### src/rtl/mem_dcache_arbiter_pkg.sv
// -----------------------------------------------------------------------------
// mem_dcache_arbiter_pkg
// Shared types for the mem-stage dcache arbiter slice.
//   mem_arb_state_t : arbiter FSM state encoding
//   mem_req_t       : one latched memory request {is_store, addr, wdata, wstrb}
//   state_pauses()  : states in which the mem stage is held unconditionally
//   sat_inc()       : saturating 32-bit increment for the optional perf counters
// The struct widths are the default ADDR_WIDTH/DATA_WIDTH of the arbiter.
// -----------------------------------------------------------------------------
package mem_dcache_arbiter_pkg;

   localparam int MEM_ADDR_WIDTH = 32;
   localparam int MEM_DATA_WIDTH = 32;
   localparam int MEM_STRB_WIDTH = MEM_DATA_WIDTH / 8;

   typedef enum logic [2:0] {
      IDLE  = 3'd0,
      REQ0  = 3'd1,
      WAIT0 = 3'd2,
      REQ1  = 3'd3,
      WAIT1 = 3'd4,
      DONE  = 3'd5,
      DRAIN = 3'd6
   } mem_arb_state_t;

   typedef struct packed {
      logic                      is_store;
      logic [MEM_ADDR_WIDTH-1:0] addr;
      logic [MEM_DATA_WIDTH-1:0] wdata;
      logic [MEM_STRB_WIDTH-1:0] wstrb;
   } mem_req_t;

   function automatic logic state_pauses(input mem_arb_state_t s);
      return (s == REQ0) || (s == WAIT0) || (s == REQ1) || (s == WAIT1) || (s == DRAIN);
   endfunction

   function automatic logic [31:0] sat_inc(input logic [31:0] v);
      return (&v) ? v : v + 32'd1;
   endfunction

endpackage

### src/rtl/mem_dcache_arbiter_if.sv
// -----------------------------------------------------------------------------
// mem_dcache_arbiter_if
// Request/response bus between the arbiter (master) and the dcache (slave).
//   valid    : request valid            (master -> slave)
//   op       : 1 = write                (master -> slave)
//   addr     : request address          (master -> slave)
//   wdata    : store data               (master -> slave)
//   wstrb    : byte strobes             (master -> slave)
//   addr_ok  : request accepted         (slave -> master)
//   data_ok  : load data / store done   (slave -> master)
//   rdata    : load data                (slave -> master)
// -----------------------------------------------------------------------------
interface mem_dcache_arbiter_if #(
   parameter int ADDR_WIDTH = 32,
   parameter int DATA_WIDTH = 32
);
   logic                    valid;
   logic                    op;
   logic [ADDR_WIDTH-1:0]   addr;
   logic [DATA_WIDTH-1:0]   wdata;
   logic [DATA_WIDTH/8-1:0] wstrb;
   logic                    addr_ok;
   logic                    data_ok;
   logic [DATA_WIDTH-1:0]   rdata;

   modport master (
      output valid, op, addr, wdata, wstrb,
      input  addr_ok, data_ok, rdata
   );

   modport slave (
      input  valid, op, addr, wdata, wstrb,
      output addr_ok, data_ok, rdata
   );
endinterface

### src/rtl/mem_dcache_arbiter_slot_buf.sv
// -----------------------------------------------------------------------------
// mem_req_slot_buf
// Holds one mem-stage slot's request for the duration of an arbitration round,
// plus that slot's response data and completion flag.
//   clk, rst  : clock, asynchronous active-low reset
//   latch_en  : capture req_in, clear rdata/done (start of a round)
//   req_in    : live request fields from the ex/mem register
//   resp_en   : dcache response for this slot is being accepted
//   resp_data : dcache read data
//   req       : latched request
//   rdata     : latched load data (stays 0 for stores)
//   done      : access completed in this round
// -----------------------------------------------------------------------------
module mem_req_slot_buf
   import mem_dcache_arbiter_pkg::*;
(
   input  logic                      clk,
   input  logic                      rst,
   input  logic                      latch_en,
   input  mem_req_t                  req_in,
   input  logic                      resp_en,
   input  logic [MEM_DATA_WIDTH-1:0] resp_data,
   output mem_req_t                  req,
   output logic [MEM_DATA_WIDTH-1:0] rdata,
   output logic                      done
);

   mem_req_t                  req_reg;
   logic [MEM_DATA_WIDTH-1:0] rdata_reg;
   logic                      done_reg;

   always_ff @(posedge clk or negedge rst) begin
      if (!rst) begin
         req_reg   <= '0;
         rdata_reg <= '0;
         done_reg  <= 1'b0;
      end else if (latch_en) begin
         req_reg   <= req_in;
         rdata_reg <= '0;
         done_reg  <= 1'b0;
      end else if (resp_en) begin
         done_reg <= 1'b1;
         if (!req_reg.is_store) begin
            rdata_reg <= resp_data;
         end
      end
   end

   assign req   = req_reg;
   assign rdata = rdata_reg;
   assign done  = done_reg;

endmodule

### src/rtl/mem_dcache_arbiter.sv
// -----------------------------------------------------------------------------
// mem_dcache_arbiter
// Serialises the two memory ops of the dual-issue mem stage onto the single
// dcache port in program order (slot 0, then slot 1), holds the mem stage via
// pause_mem while the round is in flight, and latches per-slot results.
//   clk, rst        : clock, asynchronous active-low reset (shared with dcache)
//   flush           : pipeline redirect; abandons or drains the current round
//   slot_mem_valid  : slot i carries a load/store
//   slot_is_store   : 1 = store, 0 = load
//   slot_exception  : slot i already excepted (slot 0 exception also kills 1)
//   slot_addr/wdata/wstrb : per-slot request fields
//   dc              : dcache bus (mem_dcache_arbiter_if.master)
//   slot_rdata      : latched load data per slot
//   slot_done       : per-slot completion, valid through DONE
//   pause_mem       : stall request to the pipeline controller
// Optional build macro MEM_ARB_PERF_EN adds saturating 32-bit counters
// perf_req_cnt, perf_stall_cnt and perf_dual_cnt.
// -----------------------------------------------------------------------------
module mem_dcache_arbiter
   import mem_dcache_arbiter_pkg::*;
#(
   parameter int ADDR_WIDTH = MEM_ADDR_WIDTH,
   parameter int DATA_WIDTH = MEM_DATA_WIDTH
) (
   input  logic                         clk,
   input  logic                         rst,
   input  logic                         flush,
   input  logic [1:0]                   slot_mem_valid,
   input  logic [1:0]                   slot_is_store,
   input  logic [1:0]                   slot_exception,
   input  logic [1:0][ADDR_WIDTH-1:0]   slot_addr,
   input  logic [1:0][DATA_WIDTH-1:0]   slot_wdata,
   input  logic [1:0][DATA_WIDTH/8-1:0] slot_wstrb,
   mem_dcache_arbiter_if.master         dc,
   output logic [1:0][DATA_WIDTH-1:0]   slot_rdata,
   output logic [1:0]                   slot_done,
`ifdef MEM_ARB_PERF_EN
   output logic [31:0]                  perf_req_cnt,
   output logic [31:0]                  perf_stall_cnt,
   output logic [31:0]                  perf_dual_cnt,
`endif
   output logic                         pause_mem
);

   mem_arb_state_t            state_reg;
   logic                      dc_valid_reg;
   logic                      elig1_reg;
   logic [1:0]                elig;
   logic                      start;
   logic                      sel1;
   mem_req_t [1:0]            req_in;
   mem_req_t [1:0]            req_q;
   logic [1:0][DATA_WIDTH-1:0] rdata_q;
   logic [1:0]                done_q;
   logic [1:0]                resp_en;

   // An excepting slot 0 squashes slot 1 as well: it is younger in program order.
   assign elig[0] = slot_mem_valid[0] & ~slot_exception[0];
   assign elig[1] = slot_mem_valid[1] & ~slot_exception[1] & ~slot_exception[0];

   assign start = (state_reg == IDLE) && !flush && (|elig);

   generate
      for (genvar gi = 0; gi < 2; gi++) begin : g_slot
         localparam mem_arb_state_t WAIT_ST = (gi == 0) ? WAIT0 : WAIT1;

         assign req_in[gi] = '{is_store: slot_is_store[gi],
                               addr:     slot_addr[gi],
                               wdata:    slot_wdata[gi],
                               wstrb:    slot_wstrb[gi]};

         // A response that coincides with a flush belongs to squashed work.
         assign resp_en[gi] = dc.data_ok && !flush && (state_reg == WAIT_ST);

         mem_req_slot_buf u_buf (
            .clk       (clk),
            .rst       (rst),
            .latch_en  (start),
            .req_in    (req_in[gi]),
            .resp_en   (resp_en[gi]),
            .resp_data (dc.rdata),
            .req       (req_q[gi]),
            .rdata     (rdata_q[gi]),
            .done      (done_q[gi])
         );

         assign slot_rdata[gi] = rdata_q[gi];
         assign slot_done[gi]  = done_q[gi];
      end
   endgenerate

   // Request fields come straight from the latched buffers, so they cannot
   // change while a request waits for addr_ok.
   assign sel1     = (state_reg == REQ1);
   assign dc.valid = dc_valid_reg;
   assign dc.op    = sel1 ? req_q[1].is_store : req_q[0].is_store;
   assign dc.addr  = sel1 ? req_q[1].addr     : req_q[0].addr;
   assign dc.wdata = sel1 ? req_q[1].wdata    : req_q[0].wdata;
   assign dc.wstrb = sel1 ? req_q[1].wstrb    : req_q[0].wstrb;

   // In IDLE the stall must be raised in the same cycle the slots are seen.
   assign pause_mem = state_pauses(state_reg) | start;

   always_ff @(posedge clk or negedge rst) begin
      if (!rst) begin
         state_reg    <= IDLE;
         dc_valid_reg <= 1'b0;
         elig1_reg    <= 1'b0;
      end else begin
         case (state_reg)
            IDLE: begin
               if (start) begin
                  elig1_reg    <= elig[1];
                  dc_valid_reg <= 1'b1;
                  state_reg    <= elig[0] ? REQ0 : REQ1;
               end
            end
            REQ0, REQ1: begin
               if (dc.addr_ok) begin
                  dc_valid_reg <= 1'b0;
                  if (flush)                  state_reg <= DRAIN;
                  else if (state_reg == REQ0) state_reg <= WAIT0;
                  else                        state_reg <= WAIT1;
               end else if (flush) begin
                  dc_valid_reg <= 1'b0;
                  state_reg    <= IDLE;
               end
            end
            WAIT0: begin
               if (dc.data_ok) begin
                  // Flush with the response in hand: nothing left to drain.
                  if (flush) begin
                     state_reg <= IDLE;
                  end else if (elig1_reg) begin
                     dc_valid_reg <= 1'b1;
                     state_reg    <= REQ1;
                  end else begin
                     state_reg <= DONE;
                  end
               end else if (flush) begin
                  state_reg <= DRAIN;
               end
            end
            WAIT1: begin
               if (dc.data_ok)  state_reg <= flush ? IDLE : DONE;
               else if (flush)  state_reg <= DRAIN;
            end
            DONE: begin
               state_reg <= IDLE;
            end
            DRAIN: begin
               if (dc.data_ok) state_reg <= IDLE;
            end
            default: begin
               dc_valid_reg <= 1'b0;
               state_reg    <= IDLE;
            end
         endcase
      end
   end

`ifdef MEM_ARB_PERF_EN
   logic [31:0] perf_req_reg;
   logic [31:0] perf_stall_reg;
   logic [31:0] perf_dual_reg;

   always_ff @(posedge clk or negedge rst) begin
      if (!rst) begin
         perf_req_reg   <= '0;
         perf_stall_reg <= '0;
         perf_dual_reg  <= '0;
      end else begin
         if (dc_valid_reg && dc.addr_ok) perf_req_reg   <= sat_inc(perf_req_reg);
         if (pause_mem)                  perf_stall_reg <= sat_inc(perf_stall_reg);
         if (start && (&elig))           perf_dual_reg  <= sat_inc(perf_dual_reg);
      end
   end

   assign perf_req_cnt   = perf_req_reg;
   assign perf_stall_cnt = perf_stall_reg;
   assign perf_dual_cnt  = perf_dual_reg;
`endif

   // The dcache only answers a request it has accepted.
   data_ok_only_when_outstanding: assert property (
      @(posedge clk) disable iff (!rst)
      dc.data_ok |-> (state_reg == WAIT0 || state_reg == WAIT1 || state_reg == DRAIN)
   );

endmodule

### src/flat_wrapper.sv
// flat-port wrapper written by rule: the top's interface ports become plain ports
module mem_dcache_arbiter_flat import mem_dcache_arbiter_pkg::*;
#(
   parameter int ADDR_WIDTH = MEM_ADDR_WIDTH,
   parameter int DATA_WIDTH = MEM_DATA_WIDTH
)
  (clk, rst, flush, slot_mem_valid, slot_is_store, slot_exception, slot_addr, slot_wdata, slot_wstrb, slot_rdata, slot_done, pause_mem, dc_valid, dc_op, dc_addr, dc_wdata, dc_wstrb, dc_addr_ok, dc_data_ok, dc_rdata);
  mem_dcache_arbiter_if #(.ADDR_WIDTH(ADDR_WIDTH), .DATA_WIDTH(DATA_WIDTH)) dc_i ();
  input  logic clk;
  input  logic rst;
  input  logic flush;
  input  logic [1:0] slot_mem_valid;
  input  logic [1:0] slot_is_store;
  input  logic [1:0] slot_exception;
  input  logic [1:0][ADDR_WIDTH-1:0] slot_addr;
  input  logic [1:0][DATA_WIDTH-1:0] slot_wdata;
  input  logic [1:0][DATA_WIDTH/8-1:0] slot_wstrb;
  output logic [1:0][DATA_WIDTH-1:0] slot_rdata;
  output logic [1:0] slot_done;
  output logic pause_mem;
  output wire logic [$bits(dc_i.valid)-1:0] dc_valid;
  output wire logic [$bits(dc_i.op)-1:0] dc_op;
  output wire logic [$bits(dc_i.addr)-1:0] dc_addr;
  output wire logic [$bits(dc_i.wdata)-1:0] dc_wdata;
  output wire logic [$bits(dc_i.wstrb)-1:0] dc_wstrb;
  input wire logic [$bits(dc_i.addr_ok)-1:0] dc_addr_ok;
  input wire logic [$bits(dc_i.data_ok)-1:0] dc_data_ok;
  input wire logic [$bits(dc_i.rdata)-1:0] dc_rdata;
  assign dc_valid = dc_i.valid;
  assign dc_op = dc_i.op;
  assign dc_addr = dc_i.addr;
  assign dc_wdata = dc_i.wdata;
  assign dc_wstrb = dc_i.wstrb;
  assign dc_i.addr_ok = dc_addr_ok;
  assign dc_i.data_ok = dc_data_ok;
  assign dc_i.rdata = dc_rdata;
  mem_dcache_arbiter #(.ADDR_WIDTH(ADDR_WIDTH), .DATA_WIDTH(DATA_WIDTH)) u_core (.clk(clk), .rst(rst), .flush(flush), .slot_mem_valid(slot_mem_valid), .slot_is_store(slot_is_store), .slot_exception(slot_exception), .slot_addr(slot_addr), .slot_wdata(slot_wdata), .slot_wstrb(slot_wstrb), .dc(dc_i), .slot_rdata(slot_rdata), .slot_done(slot_done), .pause_mem(pause_mem));
endmodule
### config.mk
export PLATFORM = sky130hd
export DESIGN_NAME = mem_dcache_arbiter_flat
export DESIGN_NICKNAME = d
export VERILOG_FILES = /design/src/rtl/mem_dcache_arbiter_pkg.sv /design/src/rtl/mem_dcache_arbiter_if.sv /design/src/rtl/mem_dcache_arbiter_slot_buf.sv /design/src/rtl/mem_dcache_arbiter.sv /design/src/flat_wrapper.sv
export SDC_FILE = /design/constraint.sdc
export NUM_CORES = 1
export LEC_CHECK = 0
export BUFFER_PORTS_ARGS = -buffer_cell sky130_fd_sc_hd__buf_2
export CORE_ASPECT_RATIO = 1.2
export CORE_MARGIN = 5
export CORE_UTILIZATION = 50
export CTS_BUF_LIST = sky130_fd_sc_hd__clkbuf_4
export DETAILED_ROUTE_END_ITERATION = 8
export GPL_TIMING_DRIVEN = 0
export PLACE_DENSITY = 0.78
export SLEW_MARGIN = 20
export SYNTH_ARGS = -nofsm -noshare
export SYNTH_HDL_FRONTEND = slang
export SYNTH_HIERARCHICAL = 1
export SYNTH_SLANG_ARGS = --single-unit
### constraint.sdc
create_clock -name clk -period 2.62 [get_ports clk]
set_input_delay 0.524 -clock clk [delete_from_list [all_inputs] [get_ports clk]]
set_output_delay 0.524 -clock clk [all_outputs]
set_load 0.05 [all_outputs]
==> out/results.ini <==
[setup_path]
end_kind=primary output
crit_slowest_cell=dfrtp_2
crit_fanout=10
crit_path_frequent_cell=buf_12
cp_slowest_stage_delay_ns=0.47
cp.required_ns=2.10
path_class=flip-flop to primary output
crit_buf_inv=3
worstPathCellList=nor2b_4, nand2_4, buf_12, buf_12, mux2_4, buf_6
path_delay_family=flip-flops
start_kind=flip-flop
worstPathArrival_ns=2.14

[synthesis]
ys.flop_type=dfrtp_1
avgSynthCellArea_um2=14.4
async_reset_ff_frac=1.00
syn-num-nets=902
synthDistinctLibCells=36
yosysSeqAreaShare=0.501
synth_top_area_frac=0.501
netlist_instances=723
mappedNetlistArea_um2=10400
synth_edf_count=0
synth_seq_cells=209
synthTopCellsByArea=dfrtp_1 (50%), mux2_4 (21%), nand4bb_1 (6.9%), mux2_2 (6.4%), nand2b_1 (4.0%)
ys_warn_count=6
synth_area_leader_cell=dfrtp_1

[detailed_routing]
postRouteAntennaNets=0
wl_per_cell_um=21.9
num_vias=7611
dr.pass1.iters=4
drc=0
drt_first_iter_violations=339
drt_wl_total_mm=31.2
vias_per_cell=5.35

[placed_design]
place_ws_ns=0.0425
hpwlAfterDp_mm=21.0
gp_congestion=0.875
io_buffer_count=314
place_inst=1309

[global_routing]
grt_start_max_net_pins=94
antenna_found_initial=9
gr-total-overflow=0
track_usage=0.252
grt_pass1_vias=8483
grt_pass1_wl_mm=47.8

[floorplan]
die_area_um2=23900
start_util=0.503
die_w_um=142
row_count=58
die_h_um=168
pin_count=316
core_area_um2=20800

[clock_network]
cts_made_buffers=55
clkTransAtPathRegs_ns=0.07
cts_sinks=209
cts_root_buffer=clkbuf_4
htreeDepth=2
max-clock-path-buffers=3
cts_tree=yes
clkLatencyLatePin_ns=0.67

[timing]
fin_skew_ns=0.0361
setup_viol=19
hold_viol_final=0
rsz0062_at_grt=true
period_needed_ns=2.66
tightest_slew_ns=0.767
relSlewSlack=0.485
timing.fmax_mhz=376
finalCritPeriodShare=1.02
maxSlewViolCount=0
setup_ws_ns=-0.0406

[layout]
final_core_util=0.673
area_delta_synth_final_pct=33.7
stdcell_count=1423
drive_gt1_frac=0.577
multi_input_area_um2=4720
largest_register_ffs=138
area.sequential_um2=5230
nets=1287
nFillCells=1487

[flow_run]
maxCapViolCount=0

[power]
p_per_area_nw_per_um2=1350
p_leak_nw=6.74
vdd_drop_max_mv=1.05

[outcome]
failed_checks=setup timing
outcome=finished, violations left

[hold_path]
min_path_type=input port to flip-flop

what timing repair did:
| action | CTS | global route |
|---|---|---|
| setup endpoints to repair | 70 | 80 |
| cloned | 1 | 2 |
| resized for setup | 182 | 13 |
| pin swaps | 2 | 1 |
| hold endpoints to repair | 27 | 0 |
| buffers inserted | 8 | 1 |
| hold buffers | 1 | 0 |
per-stage QoR:
step	power (mW)	cell area [um2]	hold WS (ns)	TNS [ns]
after detailed placement	14.4	12400	0.399	0
after floorplan	12.3	10400	0.228	0
after global placement	14.2	12400	0.471	-528.18
after CTS	18.7	13900	0.0294	-7.74
final	18.8	14000	0.0899	-0.226
after global routing	19.7	14000	0.0258	-7.29
cell type report:
class	count	share of cell area
flip-flops and latches	209	0.375
repair buffers	329	0.165
clock inverters	16	0.00860
plain buffers	59	0.0447
diodes	7	0.00125
inverters	3	0.000807
well taps	270	0.0242
clock buffers	79	0.0425
multi-input cells	451	0.338
cells in the final DEF, fill, tap and decap left out, types with 12 or more instances in the layout:
cell / synthesis / final
buf_6: 5 / 63
clkbuf_1: 26 / 26
mux2_4: 148 / 160
buf_12: 16 / 25
nand2b_1: 67 / 67
nand4bb_1: 64 / 64
buf_8: 0 / 12
dfrtp_1: 209 / 208
buf_2: 12 / 249
clkbuf_4: 0 / 79
mux2_2: 59 / 47
o21ai_1: 62 / 62
power by group:
part           total, mW  switching, mW  internal (mW)  leakage [nW]
clock network       2.95           1.37           1.58         0.419
logic               10.3           5.72           4.62          3.72
registers           5.52          0.895           4.63          2.60
total               18.8           7.99           10.8          6.74
path summary, 6_finish.rpt:
path                                             startpoint                               end  slack (ns)  depth (start not counted)
worst min-delay path                          slot_addr[58]    u_core/g_slot[1].u_buf/req[62]        0.09                          2
worst max-delay path                    u_core/state_reg[2]                      dc_wdata[20]       -0.04                          6
worst max register to register          u_core/state_reg[2]  u_core/g_slot[0].u_buf/rdata[19]        0.39                          5
min in group asynchronous                               rst    u_core/g_slot[0].u_buf/req[26]        0.32                          2
max in group asynchronous                               rst  u_core/g_slot[1].u_buf/rdata[30]        1.52                          3
worst min register to register  u_core/g_slot[1].u_buf/done       u_core/g_slot[1].u_buf/done        0.49                          2
synth_stat cells, drive strengths merged, types with 2 or more instances:
master	number
nand2	3
o2bb2ai	2
nand3	4
nor3	3
nor2	8
a21oi	2
inv	3
o21ai	72
nand4bb	64
buf	34
clkbuf	26
dfrtp	209
nor2b	7
mux2	207
nand2b	67
metal layers:
layer  vias to the layer above  GRT usage  share of wire
li1                       3416          -              -
met3                        67     0.0781          0.080
met2                       328      0.436           0.52
met5                         -          0        0.00090
met4                         4      0.101          0.028
met1                      3796      0.291           0.38
cell families after synthesis:
logic type,count (synthesis),synth area share
flip-flops,209,0.501
multiplexers,207,0.276
AND/OR/NAND/NOR,158,0.124
AO/OA/AOI/OAI,85,0.0446
buffers and inverters,63,0.0530
XOR/XNOR,1,0.000839
Note: power is estimated with default switching activity, not from simulation.
